File: config.mk
export PLATFORM = sky130hd
export DESIGN_NAME = aes_round_sequencer_flat
export DESIGN_NICKNAME = d
export VERILOG_FILES = /design/src/rtl/aes_round_sequencer_if.sv /design/src/rtl/aes_round_sequencer.sv /design/src/flat_wrapper.sv
export SDC_FILE = /design/constraint.sdc
export NUM_CORES = 1
export LEC_CHECK = 0
export ABC_CLOCK_PERIOD_IN_PS = 2300
export CORE_MARGIN = 2
export CORE_UTILIZATION = 35
export CTS_CLUSTER_SIZE = 24
export DETAILED_ROUTE_END_ITERATION = 6
export MAX_ROUTING_LAYER = met4
export SYNTH_ARGS = -nofsm -noshare
export SYNTH_HDL_FRONTEND = slang
export SYNTH_SLANG_ARGS = --single-unit
File: constraint.sdc
create_clock -name clk -period 2.3 [get_ports clk]
set_clock_uncertainty 0.15 [all_clocks]
set_input_delay 0.23 -clock clk [delete_from_list [all_inputs] [get_ports clk]]
set_output_delay 0.23 -clock clk [all_outputs]
set_load 0.1 [all_outputs]
File: src/rtl/aes_round_sequencer_if.sv
// Handshake and datapath-control bundle between the AES round sequencer and its
// producer/consumer and datapath.
interface aes_round_sequencer_if;
    logic       in_valid;
    logic       in_ready;
    logic       abort;
    logic       out_ready;
    logic       out_valid;
    logic       busy;
    logic       state_we;
    logic       key_we;
    logic       ctl_init;
    logic       mix_bypass;
    logic [3:0] round_idx;
    logic [7:0] rcon;

    modport master (
        output in_valid, abort, out_ready,
        input  in_ready, out_valid, busy, state_we, key_we, ctl_init,
               mix_bypass, round_idx, rcon
    );

    modport slave (
        input  in_valid, abort, out_ready,
        output in_ready, out_valid, busy, state_we, key_we, ctl_init,
               mix_bypass, round_idx, rcon
    );
endinterface

File: src/rtl/aes_round_sequencer.sv
// Control FSM for an iterative AES-128 datapath: accepts a block, sequences NR rounds
// around the SubBytes/mixColumns pipeline latencies and holds the ciphertext valid.
//
//   state | meaning
//   IDLE  | waiting for a plaintext/key block, in_ready high
//   ROUND | round_idx in 1..NR, cnt waits out the round pipeline latency
//   DONE  | ciphertext valid in the state register, waiting for out_ready
module aes_round_sequencer #(
    parameter int NR      = 10,
    parameter int SB_LAT  = 1,
    parameter int MIX_LAT = 2
) (
    input logic                  clk,
    input logic                  rst_n,
    aes_round_sequencer_if.slave bus
);

    typedef enum logic [1:0] {IDLE, ROUND, DONE} state_t;

    localparam logic [2:0] TC_MID  = 3'(SB_LAT + MIX_LAT - 1);
    localparam logic [2:0] TC_LAST = 3'(SB_LAT - 1);
    localparam logic [3:0] NR_L    = 4'(NR);

    state_t     state;
    logic [2:0] cnt;
    logic [3:0] round_idx;
    logic [7:0] rcon;
    logic       out_valid;
    logic       busy;
    logic       mix_bypass;

    logic       accept;
    logic       last_round;
    logic       tc;
    logic       round_write;

    function automatic logic [7:0] rcon_of(input logic [3:0] r);
        logic [7:0] v;
        case (r)
            4'd1:    v = 8'h01;
            4'd2:    v = 8'h02;
            4'd3:    v = 8'h04;
            4'd4:    v = 8'h08;
            4'd5:    v = 8'h10;
            4'd6:    v = 8'h20;
            4'd7:    v = 8'h40;
            4'd8:    v = 8'h80;
            4'd9:    v = 8'h1B;
            4'd10:   v = 8'h36;
            default: v = 8'h00;
        endcase
        return v;
    endfunction

    assign accept      = (state == IDLE) && bus.in_valid && !bus.abort;
    assign last_round  = (round_idx == NR_L);
    // The final round skips mixColumns, so its wait is the SubBytes depth alone.
    assign tc          = (state == ROUND) && (cnt == (last_round ? TC_LAST : TC_MID));
    assign round_write = tc && !bus.abort;

    assign bus.in_ready   = (state == IDLE);
    assign bus.ctl_init   = accept;
    assign bus.state_we   = accept || round_write;
    assign bus.key_we     = accept || round_write;
    assign bus.out_valid  = out_valid;
    assign bus.busy       = busy;
    assign bus.mix_bypass = mix_bypass;
    assign bus.round_idx  = round_idx;
    assign bus.rcon       = rcon;

    always_ff @(posedge clk or negedge rst_n) begin
        if (!rst_n) begin
            state      <= IDLE;
            cnt        <= 3'd0;
            round_idx  <= 4'd0;
            rcon       <= 8'h00;
            out_valid  <= 1'b0;
            busy       <= 1'b0;
            mix_bypass <= 1'b0;
        end else if (bus.abort) begin
            state      <= IDLE;
            cnt        <= 3'd0;
            round_idx  <= 4'd0;
            rcon       <= 8'h00;
            out_valid  <= 1'b0;
            busy       <= 1'b0;
            mix_bypass <= 1'b0;
        end else begin
            case (state)
                IDLE: begin
                    if (accept) begin
                        state      <= ROUND;
                        cnt        <= 3'd0;
                        round_idx  <= 4'd1;
                        rcon       <= rcon_of(4'd1);
                        busy       <= 1'b1;
                        mix_bypass <= (NR_L == 4'd1);
                    end
                end
                ROUND: begin
                    if (tc) begin
                        cnt <= 3'd0;
                        if (!last_round) begin
                            round_idx  <= round_idx + 4'd1;
                            rcon       <= rcon_of(round_idx + 4'd1);
                            mix_bypass <= ((round_idx + 4'd1) == NR_L);
                        end else begin
                            state      <= DONE;
                            round_idx  <= 4'd0;
                            rcon       <= 8'h00;
                            mix_bypass <= 1'b0;
                            out_valid  <= 1'b1;
                        end
                    end else begin
                        cnt <= cnt + 3'd1;
                    end
                end
                DONE: begin
                    if (bus.out_ready) begin
                        state     <= IDLE;
                        out_valid <= 1'b0;
                        busy      <= 1'b0;
                    end
                end
                default: begin
                    state <= IDLE;
                end
            endcase
        end
    end

endmodule

File: src/flat_wrapper.sv
// flat-port wrapper written by rule: the top's interface ports become plain ports
module aes_round_sequencer_flat 
#(
    parameter int NR      = 10,
    parameter int SB_LAT  = 1,
    parameter int MIX_LAT = 2
)
  (clk, rst_n, bus_in_valid, bus_abort, bus_out_ready, bus_in_ready, bus_out_valid, bus_busy, bus_state_we, bus_key_we, bus_ctl_init, bus_mix_bypass, bus_round_idx, bus_rcon);
  aes_round_sequencer_if bus_i ();
  input logic clk;
  input logic rst_n;
  input wire logic [$bits(bus_i.in_valid)-1:0] bus_in_valid;
  input wire logic [$bits(bus_i.abort)-1:0] bus_abort;
  input wire logic [$bits(bus_i.out_ready)-1:0] bus_out_ready;
  output wire logic [$bits(bus_i.in_ready)-1:0] bus_in_ready;
  output wire logic [$bits(bus_i.out_valid)-1:0] bus_out_valid;
  output wire logic [$bits(bus_i.busy)-1:0] bus_busy;
  output wire logic [$bits(bus_i.state_we)-1:0] bus_state_we;
  output wire logic [$bits(bus_i.key_we)-1:0] bus_key_we;
  output wire logic [$bits(bus_i.ctl_init)-1:0] bus_ctl_init;
  output wire logic [$bits(bus_i.mix_bypass)-1:0] bus_mix_bypass;
  output wire logic [$bits(bus_i.round_idx)-1:0] bus_round_idx;
  output wire logic [$bits(bus_i.rcon)-1:0] bus_rcon;
  assign bus_i.in_valid = bus_in_valid;
  assign bus_i.abort = bus_abort;
  assign bus_i.out_ready = bus_out_ready;
  assign bus_in_ready = bus_i.in_ready;
  assign bus_out_valid = bus_i.out_valid;
  assign bus_busy = bus_i.busy;
  assign bus_state_we = bus_i.state_we;
  assign bus_key_we = bus_i.key_we;
  assign bus_ctl_init = bus_i.ctl_init;
  assign bus_mix_bypass = bus_i.mix_bypass;
  assign bus_round_idx = bus_i.round_idx;
  assign bus_rcon = bus_i.rcon;
  aes_round_sequencer #(.NR(NR), .SB_LAT(SB_LAT), .MIX_LAT(MIX_LAT)) u_core (.clk(clk), .rst_n(rst_n), .bus(bus_i));
endmodule
==> out/qor.yml, run 1 <==
ys_seq_elements: 20
rsz0062_at_grt: "no"
status: "completed"
clkTransAtPathRegs_ps: 140
die_area_mm2: 0.00391
drive_gt1_frac: 0.347
design_area_mm2: 0.00162
post-place-ws_ps: 155
postLayoutCoreUtil: 0.490
fillers: 341
synth_common_cells: "20 x dfrtp_1, 11 x nand2_1, 10 x a21oi_1, 6 x ha_1"
yosys.area.top_type_share: 0.418
ir_drop_mv: 0.405
p_sw_frac: 0.371
relSlewSlack: 0.723
syn_area_per_cell_um2: 10.4
track_usage: 0.156
viasPerCell: 5.03
power_leakage_uw: 0.000776
crit_path_max_fanout: 11
holdWs_ps: 77.3
gp_congestion: 0.787
layout_min_cycle_time_ps: 2220
synth_edf_count: 0
arrival_ps: 2290
setup_ws_ps: 83.8
syn-num-nets: 126
placed_area_mm2: 0.00153
crit_type: "reg2reg"
r2r-start: "u_core.bus.round_idx[0]"
yosys.area.top_type: "dfrtp_1"
drt_iter0_drc: 28
antennaDiodeCount: 0
numCtsBuffers: 3
io_pins: 24
start_util: 0.362
yosysSeqAreaShare: 0.418
syn_to_final_growth_pct: 35.5
combPwrFrac: 0.340
seq_area_um2: 513
synth_flop_cell: "dfrtp_1"
drc: 0
postSynthCellCount: 115
vias: 956
die_w_um: 62.5
grt_max_degree: 21
cts_hold_buf: 0
r2r_slack_ps: 80
rows: 21
die_y_um: 62.5
wl_um: 2670
firstDrtPassIters: 4
grt_first_pass_wirelength_um: 4780
finalHoldViolations: 0
clockBufferDepth: 2
p_per_area_mw_per_mm2: 651
async_reset_ff_frac: 1.00
cts-root-buf: "clkbuf_4"
ant_nets: 0
maxCapViolCount: 0
antenna_found_initial: 0
final_nets: 156
p_seq_frac: 0.374
cts_tree: "yes"
finalSetupViolCount: 0
max_freq_mhz: 451
finalCritPeriodShare: 0.964
synth_top_cells_by_area: "dfrtp_1 42%, ha_1 6.3%, a21oi_1 4.2%, a22o_1 3.7%, nand2_1 3.4%"
tightestPinTransition_ps: 413
hp-class: "in2async"
clkLatencyLatePin_ps: 320
power.switching_uw: 392
syn_area_mm2: 0.00120
portBuffers: 23
drv_slew: 0
grt_pass1_vias: 997
p_clk_frac: 0.286
htreeDepth: 1
cts_sinks: 20
ys_types: 38
yosys_warnings: 0
r2r_cells: 8
yosysMostFrequentCell: "dfrtp_1"
cp-end-kind: "flop"
timing.rr.end: "u_core.bus.rcon[7]"
coreArea_mm2: 0.00331
worst_setup_path_start_kind: "flop"
grt-ovfl-total: 0
multiInputGateArea_um2: 691
intPower_uw: 664
post_drt_wl_per_cell_um: 14.1
dp_hpwl_um: 1950
worst_ep_required_time_ps: 2370
## state kept, by name, summed over array words and instances, names as in the netlist
signal / cells
u_core.bus.rcon: 8
u_core.bus.round_idx: 4
u_core.cnt: 3
u_core.state: 2
u_core.bus.busy: 1
u_core.bus.mix_bypass: 1
u_core.bus.out_valid: 1
## how the worst max path moves through the flow
stage,from,end,cells after the start
floorplan,u_core.bus.round_idx[0],bus_state_we,7
global placement,u_core.bus.round_idx[0],u_core.bus.mix_bypass,7
detailed placement,u_core.bus.round_idx[0],u_core.bus.rcon[7],7
CTS,u_core.bus.round_idx[0],bus_key_we,7
global route,u_core.bus.round_idx[0],bus_key_we,7
finish,u_core.bus.round_idx[0],u_core.bus.rcon[7],8
## kinds of logic after synthesis
family / Yosys count / share of synthesized area
AOI/OAI and AO/OA: 31 / 0.191
xor gates and xnor gates: 6 / 0.0439
adders and majority gates: 6 / 0.0627
buffers and inverters: 12 / 0.0564
DFF: 20 / 0.418
muxes: 7 / 0.0617
and+or+nand+nor: 33 / 0.166
## cells in the final DEF (no fill, tap or decap), types with 3 or more instances in the layout
| master | count |
|---|---|
| a21oi_1 | 10 |
| a22o_1 | 5 |
| a32o_1 | 3 |
| buf_12 | 3 |
| buf_4 | 25 |
| clkbuf_4 | 3 |
| clkdlybuf4s50_1 | 4 |
| dfrtp_1 | 16 |
| dfrtp_4 | 3 |
| ha_1 | 5 |
| inv_1 | 4 |
| mux2_2 | 3 |
| mux2i_1 | 4 |
| nand2_1 | 10 |
| nand3_1 | 4 |
| nor2_1 | 4 |
| xnor2_1 | 3 |
## layout make-up
type,count,share of cell area
flip-flops and latches,20,0.316
clock buffers,3,0.0139
multi-input cells,83,0.426
well taps,46,0.0355
clock inverters,1,0.0185
repair buffers,32,0.177
inverters,5,0.0131
## what timing repair did
item | in CTS | in global routing
gates resized for setup | 1 | 2
setup buffers | 2 | 1
pin swaps | 2 | 0
setup endpoints to repair | 2 | 2
## through the flow
stage,total power (µW),instances,TNS [ps]
finish,1060,190,0
global route,1110,190,0
CTS,1060,189,0
detailed placement,751,183,0
global placement,748,183,0
floorplan,665,115,-329
## routing by layer
layer / up-vias / track usage / share of wire
met5: - / - / 0
met4: 0 / 0.0250 / 0.0049
met3: 2 / 0.0432 / 0.041
met2: 19 / 0.262 / 0.50
met1: 463 / 0.191 / 0.45
li1: 472 / - / -
## power by group through the flow
stage | sequential (µW) | combinational, µW | clock [µW]
after floorplan | 491 | 174 | 0
final | 395 | 359 | 302
after CTS | 394 | 358 | 310
after global routing | 398 | 383 | 326
after global placement | 407 | 341 | 0
after detailed placement | 408 | 343 | 0
## worst max-delay path, stage by stage (launching register included)
cell and delay [ps]:
dfrtp_4 510, inv_4 80, ha_4 150, nand3b_4 110, buf_4 180, o21a_1 160, a221o_1 340, buf_4 200
a22o_1 250
Power figures use the tool's default switching activity.
==> run 2, diff against run 1 <==
Settings changed: ABC_CLOCK_PERIOD_IN_PS 2300 to 1790, CTS_BUF_LIST set to sky130_fd_sc_hd__clkbuf_4, MAX_ROUTING_LAYER met4 to not set.
Clock period 2.3 ns to 1.79 ns, I/O delays scaled along.
==> out/qor.yml, run 2 (same netlist as run 1, synthesis figures left out) <==
dp_hpwl_um: 2230  # +14%
final_nets: 179  # +15%
cpMostUsedCell: "buf_4"
post-place-ws_ps: -216  # -371 ps
hp-class: "in2async"
rsz0062_at_grt: "yes"
numCtsBuffers: 3  # unchanged
regMostFlops: "u_core.bus.rcon"
max_freq_mhz: 454  # +0.65%
grt_first_pass_wirelength_um: 5150  # +7.8%
violations: "setup timing"
start_util: 0.362  # unchanged
cp-end-kind: "flop"
reg_top3: "u_core.bus.rcon: 8 flops, u_core.bus.round_idx: 4 flops, u_core.cnt: 3 flops"
coreArea_mm2: 0.00331  # unchanged
vias: 1067  # +12%
die_y_um: 62.5  # unchanged
worst_setup_path_start_kind: "flop"
clkTransAtPathRegs_ps: 120  # -20 ps
gp_congestion: 0.829  # +5.2%
critPathMaxStageDelay_ps: 510  # about the same
crit_type: "reg2reg"
die_area_mm2: 0.00391  # unchanged
cts-root-buf: "clkbuf_4"
antenna_found_initial: 0  # unchanged
cpMaxStageDelayCell: "dfrtp_4"
relSlewSlack: 0.548  # -0.175
ir_drop_mv: 0.411  # +1.5%
wl_um: 3000  # +12%
critical_path.top_delay_family: "compound AO/OA/AOI/OAI gates"
worstPathCellList: "inv_4, ha_4, nand3b_4, buf_4, buf_4, o21a_1, a221o_1, buf_6, a32o_1"
finalHoldViolations: 0  # unchanged
finalCritPeriodShare: 1.23  # +0.267
clkLatencyLatePin_ps: 310  # about the same
die_w_um: 62.5  # unchanged
syn_to_final_growth_pct: 72.2
firstDrtPassIters: 4  # unchanged
grt_max_degree: 21  # unchanged
clockBufferDepth: 2  # unchanged
viasPerCell: 5.01  # -0.44%
ant_nets: 0  # unchanged
met3_usage: 0.0324  # -0.0108
largest_reg_flops: 8  # unchanged
crit_path_max_fanout: 7  # -4
grt_pass1_vias: 1114  # +12%
portBuffers: 23  # unchanged
layout_commonest_cell: "buf_4"
post_drt_wl_per_cell_um: 14.1  # +0.16%
rows: 21  # unchanged
drc: 0  # unchanged
htreeDepth: 1  # unchanged
layout_min_cycle_time_ps: 2200  # -14.3 ps
maxCapViolCount: 0  # unchanged
tightestPinTransition_ps: 673  # +260 ps
grt-ovfl-total: 0  # unchanged
antennaDiodeCount: 0  # unchanged
cts_tree: "yes"
final_cell_mix: "27 x buf_4, 19 x buf_12, 15 x dfrtp_1"
drive_gt1_frac: 0.497  # +0.150
power_leakage_uw: 0.000938  # +21%
busiest_layer: "met2"
grtUsageMet2: 0.282  # +0.0202
track_usage: 0.162  # +0.00616
worstSetupPathDepth: 9  # +1
drv_slew: 0  # unchanged
finalSetupViolCount: 21  # +21
r2r_slack_ps: -410  # -500 ps
io_pins: 24  # unchanged
setup_ws_ps: -412  # -496 ps
drt_iter0_drc: 52  # +86%
critPathBufInv: 4  # +1
p_per_area_mw_per_mm2: 713  # +9.6%
arrival_ps: 2260  # -30 ps
worst_ep_required_time_ps: 1850  # -520 ps
tns_ps: -6010  # -6010 ps
met1_usage: 0.200  # +0.00954
cts_sinks: 20  # unchanged
r2r_cells: 9  # +1
status: "complete, but fails checks"
## run 2: worst paths after layout
kind / from / to
min reg2reg: u_core.bus.rcon[1] / u_core.bus.rcon[1]
max reg2reg: u_core.bus.round_idx[0] / u_core.bus.rcon[5]
max in group asynchronous: rst_n / u_core.bus.round_idx[1]
min in group clk: bus_out_ready / u_core.bus.busy
min: rst_n / u_core.bus.rcon[2]
max: u_core.bus.round_idx[0] / u_core.bus.rcon[5]
## run 2: metal layers
layer	share of wire	vias to the layer above
met2	0.53	25
li1	-	521
met4	0.011	0
met1	0.42	517
met5	0	-
met3	0.041	4
## run 2: cell type report
type,instances,area (µm²)
multi-input combinational,83,733
clock inverter,1,30.0
clock buffer,3,22.5
timing repair buffer,55,679
fill,289,1250
tap,46,57.6
inverter,5,25.0
sequential,20,514
## run 2: power by group
| part | internal [µW] | switching [µW] | total [µW] | leakage [µW] |
|---|---|---|---|---|
| Combinational | 239 | 352 | 591 | 0.000647 |
| Sequential | 478 | 24.1 | 502 | 0.000264 |
| Clock | 226 | 151 | 378 | 0.0000279 |
| Total | 943 | 527 | 1470 | 0.000938 |
## run 2: timing repair
action                                  in CTS  in global routing
hold buffers                                 0                  0
pin swaps                                   12                  3
cloned                                       0                  0
resized for setup                           10                  5
buffers inserted                             6                  3
endpoints found under the setup margin      17                 21
## run 2: through the flow
stage,area [µm²],power (µW),hold slack [ps],util,cells
after global placement,1880,1070,394,0.567,201
after CTS,2030,1470,47.0,0.613,211
final,2060,1470,40.5,0.623,213
after detailed placement,1880,1080,398,0.567,201
after floorplan,1280,859,-267,-,115
after global routing,2060,1540,44.0,0.623,213
==> run 3, diff against run 2 <==
Settings changed: SKIP_LAST_GASP set to 1.
==> out/qor.yml, run 3 (same netlist as run 1, synthesis figures left out) <==
grt-ovfl-total: 0  # unchanged
arrival_ps: 2260  # about the same
worst_setup_path_start_kind: "flop"
io_pins: 24  # unchanged
start_util: 0.362  # unchanged
layout_min_cycle_time_ps: 2200  # unchanged
drv_slew: 0  # unchanged
final_cell_mix: "27 x buf_4, 19 x buf_12, 15 x dfrtp_1"
postLayoutCoreUtil: 0.623  # unchanged
status: "complete, but fails checks"
coreArea_mm2: 0.00331  # unchanged
layout_commonest_cell: "buf_4"
clkLatencyLatePin_ps: 310  # about the same
cts_hold_buf: 0  # unchanged
dr_wl_met3_um: 123  # unchanged
design_area_mm2: 0.00206  # unchanged
setup_ws_ps: -412  # unchanged
wl_met2_um: 1580  # unchanged
portBuffers: 23  # unchanged
wl_met1_um: 1270  # unchanged
grt_first_pass_wirelength_um: 5150  # unchanged
antenna_found_initial: 0  # unchanged
p_per_area_mw_per_mm2: 713  # unchanged
finalCritPeriodShare: 1.23  # unchanged
power_leakage_uw: 0.000938  # unchanged
crit_path_max_fanout: 7  # unchanged
power_uw: 1470  # unchanged
ant_nets: 0  # unchanged
gp_congestion: 0.829  # unchanged
drt_iter0_drc: 52  # unchanged
routed.top_layer: "met4"
relSlewSlack: 0.548  # unchanged
die_y_um: 62.5  # unchanged
clockBufferDepth: 2  # unchanged
wl_um: 3000  # unchanged
finalSetupViolCount: 21  # unchanged
drc: 0  # unchanged
grt_max_degree: 21  # unchanged
cts-root-buf: "clkbuf_4"
htreeDepth: 1  # unchanged
track_usage: 0.162  # unchanged
fillers: 289  # unchanged
tns_ps: -6010  # unchanged
final_nets: 179  # unchanged
drive_gt1_frac: 0.497  # unchanged
ir_drop_mv: 0.411  # unchanged
grt_pass1_vias: 1114  # unchanged
firstDrtPassIters: 4  # unchanged
final_cells: 213  # unchanged
post_drt_wl_per_cell_um: 14.1  # unchanged
regMostFlops: "u_core.bus.rcon"
antennaDiodeCount: 0  # unchanged
placed_area_mm2: 0.00188  # unchanged
syn_to_final_growth_pct: 72.2  # unchanged
maxCapViolCount: 0  # unchanged
reg_top3: "u_core.bus.rcon: 8 flops, u_core.bus.round_idx: 4 flops, u_core.cnt: 3 flops"
rows: 21  # unchanged
rsz0062_at_grt: "yes"
largest_reg_flops: 8  # unchanged
finalHoldViolations: 0  # unchanged
dp_hpwl_um: 2230  # unchanged
cp-end-kind: "flop"
die_w_um: 62.5  # unchanged
clkTransAtPathRegs_ps: 120  # about the same
crit_type: "reg2reg"
violations: "setup timing"
worst_ep_required_time_ps: 1850  # about the same
viasPerCell: 5.01  # unchanged
cts_sinks: 20  # unchanged
dpl.cell_count: 201  # unchanged
hp-class: "in2async"
numCtsBuffers: 3  # unchanged
tightestPinTransition_ps: 673  # unchanged
die_area_mm2: 0.00391  # unchanged
vias: 1067  # unchanged
cts_tree: "yes"
max_freq_mhz: 454  # unchanged
-- run 3: cell counts in the layout (fill, tap and decap cells not counted) --
No cell type changed its count.
-- run 3: area by class of cell --
cell class / count / area [µm²] / share of cell area
Clock buffer: 3 / 22.5 / 0.0109
Clock inverter: 1 / 30.0 / 0.0146
Inverter: 5 / 25.0 / 0.0121
Multi-Input combinational cell: 83 / 733 / 0.356
Sequential cell: 20 / 514 / 0.249
Tap cell: 46 / 57.6 / 0.0279
Timing Repair Buffer: 55 / 679 / 0.329
-- run 3: worst max-delay path, stage by stage (launching register included) --
cell	delay, ps
dfrtp_4	510
inv_4	70
ha_4	130
nand3b_4	80
buf_4	140
buf_4	120
o21a_1	160
a221o_1	370
buf_6	170
a32o_1	210
-- run 3: path summary, 6_finish.rpt --
check,start,endpoint,slack (ps),depth (start not counted)
worst max-delay path,u_core.bus.round_idx[0],u_core.bus.rcon[5],-410,9
worst min-delay path,rst_n,u_core.bus.rcon[2],40,2
worst max register to register,u_core.bus.round_idx[0],u_core.bus.rcon[5],-410,9
worst min register to register,u_core.bus.rcon[1],u_core.bus.rcon[1],430,1
max in group asynchronous,rst_n,u_core.bus.round_idx[1],1210,2
min in group clk,bus_out_ready,u_core.bus.busy,400,4
-- run 3: timing repair --
action	4_1_cts	5_1_grt
setup endpoints to repair	17	22
pin swaps	12	3
buffers inserted	6	3
gates resized for setup	9	6
cloned	0	0
-- run 3: metal layers --
layer / track usage / vias to the layer above
met3: 0.0324 / 4
met2: 0.282 / 25
met1: 0.200 / 517
met5: 0 / -
met4: 0.0528 / 0
li1: - / 521
-- run 3: per-stage QoR --
| step | setup slack [ps] | hold slack, ps |
|---|---|---|
| after floorplan | -753 | -267 |
| after global placement | -182 | 394 |
| after detailed placement | -216 | 398 |
| after CTS | -414 | 47.0 |
| after global routing | -500 | 44.0 |
| final | -412 | 40.5 |
-- run 3: report_power, final --
| group | internal (µW) | switching, µW | total (µW) |
|---|---|---|---|
| Sequential | 478 | 24.1 | 502 |
| Combinational | 239 | 352 | 591 |
| Clock | 226 | 151 | 378 |
